<file path="config.mk">
export PLATFORM = sky130hd
export DESIGN_NAME = systolic_feed_ctrl
export DESIGN_NICKNAME = d
export VERILOG_FILES = /design/src/rtl/systolic_feed_ctrl.sv
export SDC_FILE = /design/constraint.sdc
export NUM_CORES = 1
export LEC_CHECK = 0
export CORE_MARGIN = 4
export CORE_UTILIZATION = 45
export DETAILED_ROUTE_END_ITERATION = 8
export PLACE_DENSITY_LB_ADDON = 0.25
export SYNTH_ARGS = -nofsm -noshare
export SYNTH_HDL_FRONTEND = slang
export SYNTH_SLANG_ARGS = --single-unit
</file>
<file path="constraint.sdc">
create_clock -name clk -period 5.5 [get_ports clk]
set_input_delay 0.825 -clock clk [delete_from_list [all_inputs] [get_ports clk]]
set_output_delay 0.825 -clock clk [all_outputs]
set_load 0.05 [all_outputs]
</file>
<file path="src/rtl/systolic_feed_ctrl.sv">
// systolic_feed_ctrl: sequences operand-buffer reads for one systolic tile.
// Feeds k_len operand columns (rd_en / a_addr / b_addr, with feed_valid one
// cycle later), then DRAIN zero-feed cycles to flush skew and array pipeline,
// then a one-cycle done pulse. stall freezes sequencing in READ and DRAIN.
// Ports:
//   clk, rst_n            clock, async active-low reset
//   start, k_len          tile request and column count (sampled in IDLE)
//   base_a, base_b        first A/B buffer addresses (sampled with start)
//   stall                 downstream hold
//   rd_en                 buffer read strobe (combinational: READ & !stall)
//   a_addr, b_addr        read addresses, held outside READ
//   feed_valid, zero_feed skew-buffer input qualifiers
//   acc_clear, busy, done accumulator clear pulse, activity, completion pulse
module systolic_feed_ctrl #(
  parameter int unsigned ADDR_W = 16,
  parameter int unsigned K_W    = 9,
  parameter int unsigned DRAIN  = 7
) (
  input  logic              clk,
  input  logic              rst_n,
  input  logic              start,
  input  logic [K_W-1:0]    k_len,
  input  logic [ADDR_W-1:0] base_a,
  input  logic [ADDR_W-1:0] base_b,
  input  logic              stall,
  output logic              rd_en,
  output logic [ADDR_W-1:0] a_addr,
  output logic [ADDR_W-1:0] b_addr,
  output logic              feed_valid,
  output logic              zero_feed,
  output logic              acc_clear,
  output logic              busy,
  output logic              done
);

  localparam int unsigned DRAIN_W = (DRAIN > 1) ? $clog2(DRAIN) : 1;
  localparam int unsigned CNT_W   = (K_W > DRAIN_W) ? K_W : DRAIN_W;

  typedef enum logic [1:0] {S_IDLE, S_READ, S_DRAIN, S_DONE} state_e;

  state_e            state_q, state_d;
  logic [CNT_W-1:0]  cnt_q, cnt_d;
  logic [K_W-1:0]    k_len_q, k_len_d;
  logic [ADDR_W-1:0] base_a_q, base_a_d;
  logic [ADDR_W-1:0] base_b_q, base_b_d;
  logic [ADDR_W-1:0] a_addr_q, a_addr_d;
  logic [ADDR_W-1:0] b_addr_q, b_addr_d;
  logic              feed_valid_q, feed_valid_d;
  logic              zero_feed_q, zero_feed_d;
  logic              acc_clear_q, acc_clear_d;
  logic              busy_q, busy_d;
  logic              done_q, done_d;
  logic              rd_en_c;
  logic [CNT_W-1:0]  last_col_c;

  // Index of the final operand column of the latched tile.
  assign last_col_c = CNT_W'(k_len_q) - CNT_W'(1);

  // Next-state, counter, address and output decode.
  always_comb begin
    state_d     = state_q;
    cnt_d       = cnt_q;
    k_len_d     = k_len_q;
    base_a_d    = base_a_q;
    base_b_d    = base_b_q;
    a_addr_d    = a_addr_q;
    b_addr_d    = b_addr_q;
    acc_clear_d = 1'b0;
    rd_en_c     = 1'b0;

    case (state_q)
      S_IDLE: begin
        if (start) begin
          if (k_len != '0) begin
            k_len_d     = k_len;
            base_a_d    = base_a;
            base_b_d    = base_b;
            cnt_d       = '0;
            acc_clear_d = 1'b1;
            state_d     = S_READ;
          end else begin
            state_d = S_DONE;
          end
        end
      end
      S_READ: begin
        rd_en_c = !stall;
        if (!stall) begin
          if (cnt_q == last_col_c) begin
            cnt_d   = '0;
            state_d = S_DRAIN;
          end else begin
            cnt_d = cnt_q + CNT_W'(1);
          end
        end
      end
      S_DRAIN: begin
        if (!stall) begin
          if (cnt_q == CNT_W'(DRAIN - 1)) begin
            cnt_d   = '0;
            state_d = S_DONE;
          end else begin
            cnt_d = cnt_q + CNT_W'(1);
          end
        end
      end
      S_DONE: state_d = S_IDLE;
      default: state_d = S_IDLE;
    endcase

    // Addresses track base+cnt only while reading; otherwise they hold.
    if (state_d == S_READ) begin
      a_addr_d = base_a_d + ADDR_W'(cnt_d);
      b_addr_d = base_b_d + ADDR_W'(cnt_d);
    end

    feed_valid_d = rd_en_c;
    zero_feed_d  = (state_d == S_DRAIN);
    busy_d       = (state_d == S_READ) || (state_d == S_DRAIN);
    done_d       = (state_d == S_DONE);
  end

  // State and registered outputs.
  always_ff @(posedge clk or negedge rst_n) begin
    if (!rst_n) begin
      state_q      <= S_IDLE;
      cnt_q        <= '0;
      k_len_q      <= '0;
      base_a_q     <= '0;
      base_b_q     <= '0;
      a_addr_q     <= '0;
      b_addr_q     <= '0;
      feed_valid_q <= 1'b0;
      zero_feed_q  <= 1'b0;
      acc_clear_q  <= 1'b0;
      busy_q       <= 1'b0;
      done_q       <= 1'b0;
    end else begin
      state_q      <= state_d;
      cnt_q        <= cnt_d;
      k_len_q      <= k_len_d;
      base_a_q     <= base_a_d;
      base_b_q     <= base_b_d;
      a_addr_q     <= a_addr_d;
      b_addr_q     <= b_addr_d;
      feed_valid_q <= feed_valid_d;
      zero_feed_q  <= zero_feed_d;
      acc_clear_q  <= acc_clear_d;
      busy_q       <= busy_d;
      done_q       <= done_d;
    end
  end

  assign rd_en      = rd_en_c;
  assign a_addr     = a_addr_q;
  assign b_addr     = b_addr_q;
  assign feed_valid = feed_valid_q;
  assign zero_feed  = zero_feed_q;
  assign acc_clear  = acc_clear_q;
  assign busy       = busy_q;
  assign done       = done_q;

endmodule

</file>
**Word level (Yosys, flattened, before mapping)**

Cells that the tools add are included.

- Bits in registers: 89
- Latch bits: 0
- Bits in writable memories: 0
- ROM bits: 0
- Bits of input ports: 45
- Output and inout bits: 38
- Logic and storage cells: 53
- Memories: 0

- Add/subtract/negate cells: 4
- Multiply operators: 0
- Divide/modulo/power cells: 0
- $lt $le $gt $ge: 0
- Eq/ne operators: 8
- Shift-type cells: 0
- Mux-type cells: 24
- Bitwise operators: 0
- Reductions and logical operators: 5

Operators with widths:

| kind | count |
|---|---|
| 2-to-1 mux 16 bit | 6 |
| 2-to-1 mux 9 bit | 6 |
| adder 16 x 9 -> 16 bit | 2 |
| case mux 9 bit (3 select lines) | 1 |
| 2-to-1 mux 2 bit | 6 |
| adder 9 x 1 -> 9 bit, second input constant | 1 |
| equality test 9 x 3 -> 1 bit, second input constant | 1 |
| equality test 9 bit | 1 |
| nonzero test 9 bit | 1 |
| subtractor 9 x 1 -> 9 bit, second input constant | 1 |
| equality test 2 bit, second input constant | 4 |
| case mux 2 bit (4 select lines) | 1 |
| equality test 2 x 1 -> 1 bit, second input constant | 2 |
| 2-to-1 mux 1 bit | 4 |
| AND reduction 3 bit | 1 |
| zero test 2 bit | 1 |
| zero test 1 bit | 1 |
| logical OR 1 bit | 1 |

**Depth between registers and ports, before layout**

- Word-level depth: 7
- Depth in mapped cells: 19
- Depth with buffers taken out: 19

**Worst setup path after synthesis**

Ideal clock, no wire load.

- Path kind: in2reg
- Start: input k_len[3]
- End: register a_addr_q[11] (netlist: a_addr[11])
- Setup time: 0.125 ns
- Arrival: 4.126 ns
- Required time: 5.375 ns
- Slack: 1.249 ns
- Cell stages on the path: 15
- Buffers on the path: 4
- Path through: nor4_1 -> a311o_1 -> buf_4 -> buf_2 -> buf_2 -> buf_2 -> mux2i_1 -> inv_1 -> ha_1 -> a211oi_1 -> nor2_1 -> o31a_1 -> o311a_1 -> xnor2_1 -> mux2_2

- Word-level cells in the longest chain between the ends: 5
- Elaborated cells between the ends (all ways): 12
- Classes of those cells: 1 x add/sub; 1 x eq/ne; 9 x mux; 1 x reduce/logical

Ends and longest elaborated chain:

| element | RTL line | text |
|---|---|---|
| from (decl) | 22 | `input logic [K_W-1:0] k_len,` |
| nonzero test 9 bit | 74 | `if (k_len != '0) begin` |
| 2-to-1 mux 16 bit | 74 |  |
| 2-to-1 mux 16 bit | 73 | `if (start) begin` |
| 2-to-1 mux 16 bit | 71 | `case (state_q)` |
| net base_a_d[1] | 44 | `logic [ADDR_W-1:0] base_a_q, base_a_d;` |
| adder 16 x 9 -> 16 bit | 113 | `a_addr_d = base_a_d + ADDR_W'(cnt_d);` |
| to (signal assigned) | 144 | `a_addr_q <= a_addr_d;` |
| to (decl) | 46 | `logic [ADDR_W-1:0] a_addr_q, a_addr_d;` |

The timed path passes the listed nets, and every way through them passes these cells.
A chain may end at the register's enable or synchronous reset.

**Final worst setup path**

- Start: input k_len[2]
- End: register a_addr_q[14] (netlist: a_addr[14])

- Word-level cells in the longest chain between the ends: 5
- Elaborated cells between the ends (all ways): 12
- Classes of those cells: 1 x add/sub; 1 x eq/ne; 9 x mux; 1 x reduce/logical

Ends and longest elaborated chain:

| element | RTL line | text |
|---|---|---|
| nonzero test 9 bit | 74 |  |
| 2-to-1 mux 9 bit | 74 |  |
| 2-to-1 mux 9 bit | 73 |  |
| case mux 9 bit (3 select lines) | 71 |  |
| net cnt_d[0] | 42 | `logic [CNT_W-1:0] cnt_q, cnt_d;` |
| adder 16 x 9 -> 16 bit | 113 |  |

The timed path passes the listed nets, and every way through them passes these cells.

==> key figures <==
Clock tree
  – PostCTS Resize Cnt: 0
  – CTS Hold Bufs: 0
  – CTS tree: yes
  – Reg clk slew, reported paths: 70 ps
  – Clk sinks: 89
  – Root Buffer: clkbuf_16
  – Insertion delay to the later sink of the worst-skew pair: 340 ps
  – CTS Buf Count: 9
  – # Post-CTS Setup Buffers: 0
  – Max H-tree Level: 3
  – Clock Path Buffers: 2

Synth
  – Most common cell in the netlist: nand2_1
  – Yosys warning count: 0
  – Simple-gate share of the synthesized area: 18.9%
  – Adder and majority gate portion of the synthesized area: 6.62%
  – Net Count, Synth: 617
  – Area leader, netlist: dfrtp_1
  – Main flop type after synthesis: dfrtp_1
  – Multiplexer share of the synthesized area: 6.96%
  – Synth cell types: 65
  – #FFs+latches synth: 89
  – Synth Area in XOR/XNOR: 4.60%
  – Largest family of logic cells by synthesized area: simple AND/OR/NAND/NOR gates
  – Post-synth EDFFs: 0
  – Top cells by area, synth: dfrtp_1 43%, nand2_1 8.5%, ha_1 5.8%
  – Top-area cell type share of the netlist area: 43.3%
  – Syn Std Cell Area: 5140 sq um
  – Post-Syn Instances: 546
  – Fraction of registers with async set/reset: 100%
  – Synthesized area per cell: 9.41 sq um
  – Register area share after synthesis: 43.3%
  – Post-synthesis compound-gate area fraction: 16.3%
  – Post-synth top cells: 116 x nand2_1, 89 x dfrtp_1, 28 x nor2_1, 27 x o21ai_0, 24 x ha_1

Worst setup path
  – FF-to-FF Start: k_len_q[0]
  – Stages on worst setup path: 17
  – Delay-heaviest family, CP: compound AO/OA/AOI/OAI gates
  – Critical path class: primary input to flip-flop
  – WP data required: 5720 ps
  – Critical path peak fanout: 4
  – R2r setup slk: 890 ps
  – Worst path cell trace: clkdlybuf4s50_1, nor4_1, nand3_1, a21oi_1, a21oi_1, a22oi_1, a22o_1, ha_1, inv_1, fa_1, nor2b_1, o31a_1, o311ai_0, a21oi_1, nand3_1, xnor2_1, mux2_2
  – Slowest cell on crit path: clkdlybuf4s50_1
  – FF-to-FF End: b_addr[14]
  – Worst-case reg-to-reg path depth: 19
  – Critical path's largest stage delay: 450 ps
  – CP bufs+invs: 2
  – Critical path launch point type: primary input
  – Most used cell, CP: a21oi_1
  – Critical path data arrival time: 4910 ps
  – CP Capture Type: flip-flop

Die
  – Starting Density: 46.6%
  – Die X: 115 um
  – Die height: 115 um
  – Core area: 11000 sq um
  – Full die area: 13200 sq um
  – # rows: 38
  – Ports: 83

Place
  – Placed cell count: 755
  – Post-DP HPWL: 9500 um
  – Pre-CTS WS: 502 ps
  – Routability cong.: 0.874
  – I/O Buffers: 82

Global route
  – Largest net degree at the start of global routing: 60
  – Number of global-route vias before repair: 4426
  – GR Overflow Total: 0
  – First-pass GRT wire length: 21500 um
  – Initial antenna violation count: 0
  – GRT Util Overall: 20.4%

Outcome
  – Status: finished, final reports clean

Routing
  – Routed Wire Length: 12700 um
  – DR vias/cell: 5.51
  – Starting DRT DRC Count: 242
  – ANT nets after route: 0
  – DRT Pass-1 Iters: 4
  – DR vias: 4246
  – DR DRC count: 0
  – DR WL/cell: 16.5 um

Power
  – Worst vdd ir: 0.446 mV
  – P_leak: 2.99 nW
  – Pwr dens: 632 nW/um^2

STA
  – Slew HR: 49.3%
  – Max Clk Rate: 213 MHz
  – Post-Route Setup TNS: 0 ps
  – Final Cycle Share: 85.3%
  – Worst-Margin Slew: 759 ps
  – Final Hold Viols: 0
  – Post-route minimum period: 4690 ps
  – Max Slew Vio Count: 0
  – Clock skew: 7.06 ps
  – Setup violators final: 0
  – Final WS setup: 811 ps
  – RSZ-0062 raised after global routing: no

Layout
  – Synthesis-to-layout area growth: 25.7%
  – # fillers: 987
  – Share of cells above drive strength 1: 10.1%
  – Ant diodes: 0
  – Fin cells: 771
  – # nets final: 697

Min path
  – Worst hold path type: primary input to async pin

Flow run
  – MaxCap Viol Count: 0
-- power by group --
part           switching, W  internal, W
Sequential         0.000217     0.000948
Combinational       0.00128     0.000889
Clock              0.000259     0.000491
Total               0.00175      0.00233
-- through the flow --
stage / area, sq um / util (%) / total power (W) / hold slack, ps
after floorplan: 5140 / - / 0.00272 / 444
after global placement: 6090 / 55.3 / 0.00328 / 461
after detailed placement: 6090 / 55.3 / 0.00333 / 467
after CTS: 6460 / 58.6 / 0.00411 / 426
after global routing: 6460 / 58.6 / 0.00437 / 442
final: 6460 / 58.6 / 0.00408 / 415
-- layout by cell type (no fill, tap or decap), types with 4 or more instances in the layout --
master and instances:
clkdlybuf4s50_1 81, mux2i_1 7, o21ai_0 27, nor4_1 4, nand3_1 17, o21ai_1 4, bufinv_16 4, nor2b_1 5
xor2_1 6, ha_1 24, nor3_1 10, buf_4 7, nor2_1 28, o21a_1 5, nand2_1 116, or3_1 4
and3_1 7, xnor2_1 21, or2_2 4, o31ai_1 5, clkbuf_16 9, dfrtp_1 89, a22oi_1 4, a21oi_1 20
mux2_2 23, a211o_1 4, a211oi_1 8, inv_1 23, a21o_1 11
-- sequential cells by signal (all words and copies together) (netlist names) --
name        count
a_addr         16
acc_clear       1
b_addr         16
base_a_q       16
base_b_q       16
busy            1
cnt_q           9
done            1
feed_valid      1
k_len_q         9
state_q         2
zero_feed       1
-- final cells by class --
class                      instances  area, sq um  area share [%]
clock buffer                       9          225            3.49
clock inverter                     7          141            2.19
inverter                          23         86.3            1.34
multi-input combinational        415         2740            42.4
sequential                        89         2230            34.5
tap                              140          175            2.71
timing repair buffer              88          863            13.4
-- worst reg2reg max path, stage by stage, from the launching register on --
cell,delay (ps)
dfrtp_1,430
inv_1,80
ha_1,220
or3b_4,440
o31a_1,280
o21ai_2,150
a22oi_2,140
o41ai_4,430
nand2_2,110
a22o_1,270
ha_1,240
inv_1,70
fa_1,200
nor2b_1,70
o31ai_1,330
a21oi_1,200
o41ai_1,460
nor3_1,130
xnor2_1,160
o21ai_1,80
-- cells by family (layout without fill, tap and decap cells) --
kind of cell / Yosys count / after routing
simple gates: 211 / 211
compound gates: 119 / 119
flops: 89 / 89
buf+inv: 42 / 127
mux: 32 / 32
xor+xnor: 27 / 27
fa+ha+maj: 26 / 26
-- layer usage --
metal | part of all wire [%] | vias to the layer above | track usage [%]
met4 | 2.0 | 0 | 6.73
met3 | 4.6 | 21 | 5.21
li1 | - | 2082 | -
met5 | 0 | - | 0
met1 | 45 | 2048 | 26.0
met2 | 48 | 95 | 33.8
-- worst max path at each step --
stage / endpoint / slack [ps] / startpoint
6_report: a_addr[14] / 810 / k_len[2]
5_1_grt: b_addr[10] / 480 / k_len_q[0]
4_1_cts: a_addr[14] / 820 / k_len[2]
3_3_place_gp: a_addr[14] / 690 / k_len[2]
3_5_place_dp: a_addr[14] / 500 / k_len[2]
2_1_floorplan: a_addr[11] / 1250 / k_len[3]
No activity file was read; power rests on OpenSTA's default activity.
